`src/rtl/adat_sample_scheduler.sv`:
```
// ADAT frame-to-beat scheduler: captures one 8-channel frame and streams the
// enabled slots one per handshake, in normal or S/MUX2 slot order.
module adat_sample_scheduler #(
  parameter int OVR_CNT_W = 8
) (
  input  logic                 i_clk,
  input  logic                 i_rst,
  input  logic [7:0][23:0]     i_channels,
  input  logic                 i_valid,
  input  logic                 i_locked,
  input  logic [7:0]           i_ch_mask,
  input  logic                 i_smux2,
  output logic [23:0]          o_data,
  output logic [2:0]           o_ch,
  output logic                 o_sub,
  output logic                 o_last,
  output logic                 o_valid,
  input  logic                 i_ready,
  output logic                 o_overrun,
  output logic [OVR_CNT_W-1:0] o_overrun_cnt
);

  typedef enum logic {IDLE = 1'b0, SEND = 1'b1} state_t;

  state_t           state, state_nxt;
  logic [7:0][23:0] sh_data;
  logic             sh_smux2;
  logic [7:0]       sh_pend;   // slots still to send, indexed by position in slot order
  logic [7:0]       cap_ord;
  logic [7:0]       src_ord, rest;
  logic             src_smux, found, load;
  logic [2:0]       pos, phys;
  logic [23:0]      sel_data;
  logic             hs, capture, drop;

  // Slot position -> physical channel; S/MUX2 sends evens first, then odds.
  function automatic logic [2:0] slot_phys(input logic [2:0] p, input logic smux);
    return smux ? {p[1:0], p[2]} : p;
  endfunction

  for (genvar p = 0; p < 8; p++) begin : g_ord
    assign cap_ord[p] = i_ch_mask[slot_phys(3'(p), i_smux2)];
  end

  assign hs      = o_valid && i_ready;
  assign capture = i_valid && i_locked && (state == IDLE || (hs && o_last));
  assign drop    = i_valid && i_locked && state == SEND && !(hs && o_last);

  // First beat of a fresh capture comes straight from the inputs, later beats from shadow.
  always_comb begin
    src_smux = capture ? i_smux2 : sh_smux2;
    src_ord  = capture ? cap_ord : sh_pend;
    pos      = '0;
    found    = 1'b0;
    for (int i = 0; i < 8; i++) begin
      if (src_ord[i] && !found) begin
        pos   = 3'(i);
        found = 1'b1;
      end
    end
    phys     = slot_phys(pos, src_smux);
    rest     = src_ord & ~(8'd1 << pos);
    sel_data = capture ? i_channels[phys] : sh_data[phys];
  end

  always_comb begin
    state_nxt = state;
    load      = 1'b0;
    case (state)
      IDLE: begin
        if (capture && found) begin
          state_nxt = SEND;
          load      = 1'b1;
        end
      end
      SEND: begin
        if (!i_locked) begin
          state_nxt = IDLE;
        end else if (capture) begin
          if (found) load = 1'b1;
          else       state_nxt = IDLE;
        end else if (hs) begin
          if (o_last) state_nxt = IDLE;
          else        load = 1'b1;
        end
      end
      default: state_nxt = IDLE;
    endcase
  end

  always_ff @(posedge i_clk or negedge i_rst) begin
    if (!i_rst) state <= IDLE;
    else        state <= state_nxt;
  end

  always_ff @(posedge i_clk or negedge i_rst) begin
    if (!i_rst) begin
      sh_data       <= '0;
      sh_smux2      <= 1'b0;
      sh_pend       <= '0;
      o_data        <= '0;
      o_ch          <= '0;
      o_sub         <= 1'b0;
      o_last        <= 1'b0;
      o_valid       <= 1'b0;
      o_overrun     <= 1'b0;
      o_overrun_cnt <= '0;
    end else begin
      if (capture) begin
        sh_data  <= i_channels;
        sh_smux2 <= i_smux2;
      end
      if (load) begin
        o_data  <= sel_data;
        o_ch    <= src_smux ? {1'b0, phys[2:1]} : phys;
        o_sub   <= src_smux & phys[0];
        o_last  <= (rest == 8'd0);
        sh_pend <= rest;
      end
      o_valid   <= (state_nxt == SEND);
      o_overrun <= drop;
      if (drop && o_overrun_cnt != '1) o_overrun_cnt <= o_overrun_cnt + OVR_CNT_W'(1);
    end
  end

endmodule

```
`config.mk`:
```
export PLATFORM = sky130hd
export DESIGN_NAME = adat_sample_scheduler
export DESIGN_NICKNAME = d
export VERILOG_FILES = /design/src/rtl/adat_sample_scheduler.sv
export SDC_FILE = /design/constraint.sdc
export NUM_CORES = 1
export LEC_CHECK = 0
export BUFFER_PORTS_ARGS = -buffer_cell sky130_fd_sc_hd__buf_2
export CORE_MARGIN = 2
export CORE_UTILIZATION = 60
export CTS_BUF_LIST = sky130_fd_sc_hd__clkbuf_4 sky130_fd_sc_hd__clkbuf_8 sky130_fd_sc_hd__clkbuf_16
export CTS_CLUSTER_DIAMETER = 30
export DETAILED_ROUTE_END_ITERATION = 12
export GPL_TIMING_DRIVEN = 0
export PLACE_DENSITY_LB_ADDON = 0.12
export SLEW_MARGIN = 20
export SYNTH_ARGS = -nofsm -noshare
export SYNTH_HDL_FRONTEND = slang
export SYNTH_SLANG_ARGS = --single-unit
export TNS_END_PERCENT = 5
```
`constraint.sdc`:
```
create_clock -name i_clk -period 9.45 [get_ports i_clk]
set_input_delay 1.4175 -clock i_clk [delete_from_list [all_inputs] [get_ports i_clk]]
set_output_delay 1.4175 -clock i_clk [all_outputs]
set_load 0.03 [all_outputs]
```
==> run summary <==
outcome - complete, no violations
Max Freq - 0.220 GHz
first-pass GRT wire length - 70300 um
Commonest cells post-synth - nand2_1 (632), dfrtp_1 (240), o221ai_1 (94)
post-CTS setup buffer count - 0
final core utilization - 77.7%
worst vdd ir - 0.207 mV
number of synthesized flops with an enable pin - 0
RSZ-0062 raised after global routing - no
Fin Hold WS - 0.471 ns
crit path DAT - 5.01 ns
vias in the first global route - 13.2k
Initial Util - 60.6%
Post-DRT Antenna Nets - 0
CTS clock-pin slew for the worst setup and hold paths - 0.05 ns
Post-DP HPWL - 31100 um
Final Skew - 0.0191 ns
CTS sink count - 240
area grow syn2layout - 28.3%
final hold violation count - 0
TritonCTS Buffers - 49
Die Span X - 146 um
final worst path period need - 4.55 ns
Port Buffers - 244
Seq/Total Area, Yosys - 49.5%
Clock Latency Late Sink - 0.55 ns
worst-margin pin slew - 0.937 ns
synth unique cells - 59
global-route usage over all layers - 43.0%
vias - 13.1k
H-Tree Depth - 2
#FFs+latches synth - 240
mapped cell area - 0.0121 mm2
vias per cell - 6.46
Syn Nets - 1636
DRT iter0 DRCs - 1706
IO Pins - 245
Clock Tree Buf Depth - 3
critical path class - primary input to flip-flop
num rows - 52
Hold Path Class - flip-flop to flip-flop
share of post-route cells with drive strength above 1 - 22.3%
Area contributors post-synth - dfrtp_1 (49%), nand2_1 (20%), o221ai_1 (6.8%)
Max Cap Viol - 0
CTS tree - done
setup tns final - 0 ns
drt drc - 0
worst-path maximum fanout - 10
GPL Wtd Cong - 0.952
Syn Area/Cell - 8.49 um2
share of the synthesized area in the top cell type - 49.5%
Final Setup Violations - 0
fin nets - 1933
ys async rst share - 100%
# diodes - 0
Congestion Overflow GR - 0
PD cells - 401 mW/mm2
core area - 0.0200 mm2
leading area contributor after synthesis - dfrtp_1
die span in y - 146 um
Gate Count Post-Synth - 1429
fin crit share - 48.1%
top-count cell post-synth - nand2_1
1st-pass router iterations - 6
Leak - 7.73 nW
Clock Tree Root - clkbuf_16
die area - 0.0214 mm2
CTS Hold Bufs - 0
Synth Flop Type - dfrtp_1
initial antenna violation count - 0
YS warnings - 0
Worst setup SP type - primary input
Post-CTS Resized - 0
CP endpoint kind - flip-flop
routed len/inst - 22.8 um
Worst slew margin - 37.5%
CP required - 9.91 ns
largest net degree at the start of global routing - 93
drt total wl - 46400 um
Slew Limit Fails - 0
kinds of logic (layout without fill, tap and decap cells):
group                      Yosys count  after routing  share of synthesized area (%)
DFF                                240            240                           49.5
xor gates and xnor gates             7              7                          0.505
buffers and inverters              111            446                           3.89
muxes                               12             12                           1.09
and+or+nand+nor                    756            756                           24.3
AOI/OAI and AO/OA                  302            302                           20.6
adders and majority gates            1              1                          0.103
worst max-delay path, cell delays in order:
cell      delay (ns)
buf_2           0.12
nand2_1         0.19
nor2_2          0.51
mux2i_1         0.36
o21bai_1        0.25
nand2_1         0.23
clkbuf_1        0.52
clkbuf_1        0.64
o221ai_1        0.25
a21oi_1         0.22
a21oi_1         0.09
a31oi_1         0.19
metal layers:
layer / up-vias / global-route usage (%) / routed length (um)
met4: 0 / 24.7 / 2730
met5: - / 0 / 0
met3: 229 / 11.8 / 6220
met1: 6187 / 54.3 / 16400
li1: 5585 / - / -
met2: 1138 / 67.1 / 21000
cell type report:
type	instances	area, um2
sequential	240	6010
multi-input combinational	1078	5660
fill	1434	4470
clock buffer	64	1410
timing repair buffer	246	1290
buffer	105	449
clock inverter	25	400
tap	270	338
inverter	6	22.5
where the power goes:
part           leakage (nW)  internal, mW  switching (mW)
Combinational          3.88         0.969            1.86
Clock                 0.868          1.30           0.587
Sequential             2.98          1.33           0.194
Total                  7.73          3.60            2.64
state kept, by name (all words and copies together) (netlist names):
| register | flops |
|---|---|
| sh_pend | 8 |
| o_data | 24 |
| o_overrun | 1 |
| o_overrun_cnt | 8 |
| o_ch | 3 |
| o_last | 1 |
| o_sub | 1 |
| o_valid | 1 |
| sh_smux2 | 1 |
| sh_data | 192 |
layout by cell type (no fill, tap or decap), types with 8 or more instances in the layout:
master / Yosys / layout
o221ai_1: 94 / 94
nand2_1: 632 / 632
dfrtp_1: 240 / 240
o21ai_0: 19 / 19
o22ai_1: 27 / 27
clkbuf_16: 0 / 51
a211oi_1: 11 / 11
nor2_1: 84 / 84
a21oi_1: 12 / 12
buf_2: 17 / 260
bufinv_16: 0 / 9
buf_1: 9 / 9
a31oi_1: 27 / 27
clkbuf_1: 72 / 72
a2111o_1: 23 / 23
o22a_1: 48 / 48
a211oi_2: 15 / 15
clkinvlp_4: 0 / 8
worst paths after layout:
kind	start	cells past startpoint	end	slack (ns)
min in group asynchronous	i_rst	1	sh_pend[0]	0.89
hold / removal	sh_data[94]	2	sh_data[94]	0.47
hold reg to reg	sh_data[94]	2	sh_data[94]	0.47
setup / recovery	i_locked	12	o_data[22]	4.90
setup reg to reg	o_last	12	o_data[22]	5.51
max in group asynchronous	i_rst	2	sh_data[87]	7.66
through the flow:
step           power, mW  std cells  cell area, um2  worst slack [ns]
6_report            6.24       2034           15600              4.90
5_1_grt             6.47       2034           15600              4.80
4_1_cts             6.12       2034           15600              4.99
3_5_place_dp        4.21       1945           13800              4.44
3_3_place_gp        4.15       1943           13700              2.67
2_1_floorplan       3.31       1429           12100              5.42
Power figures use the tool's default switching activity.
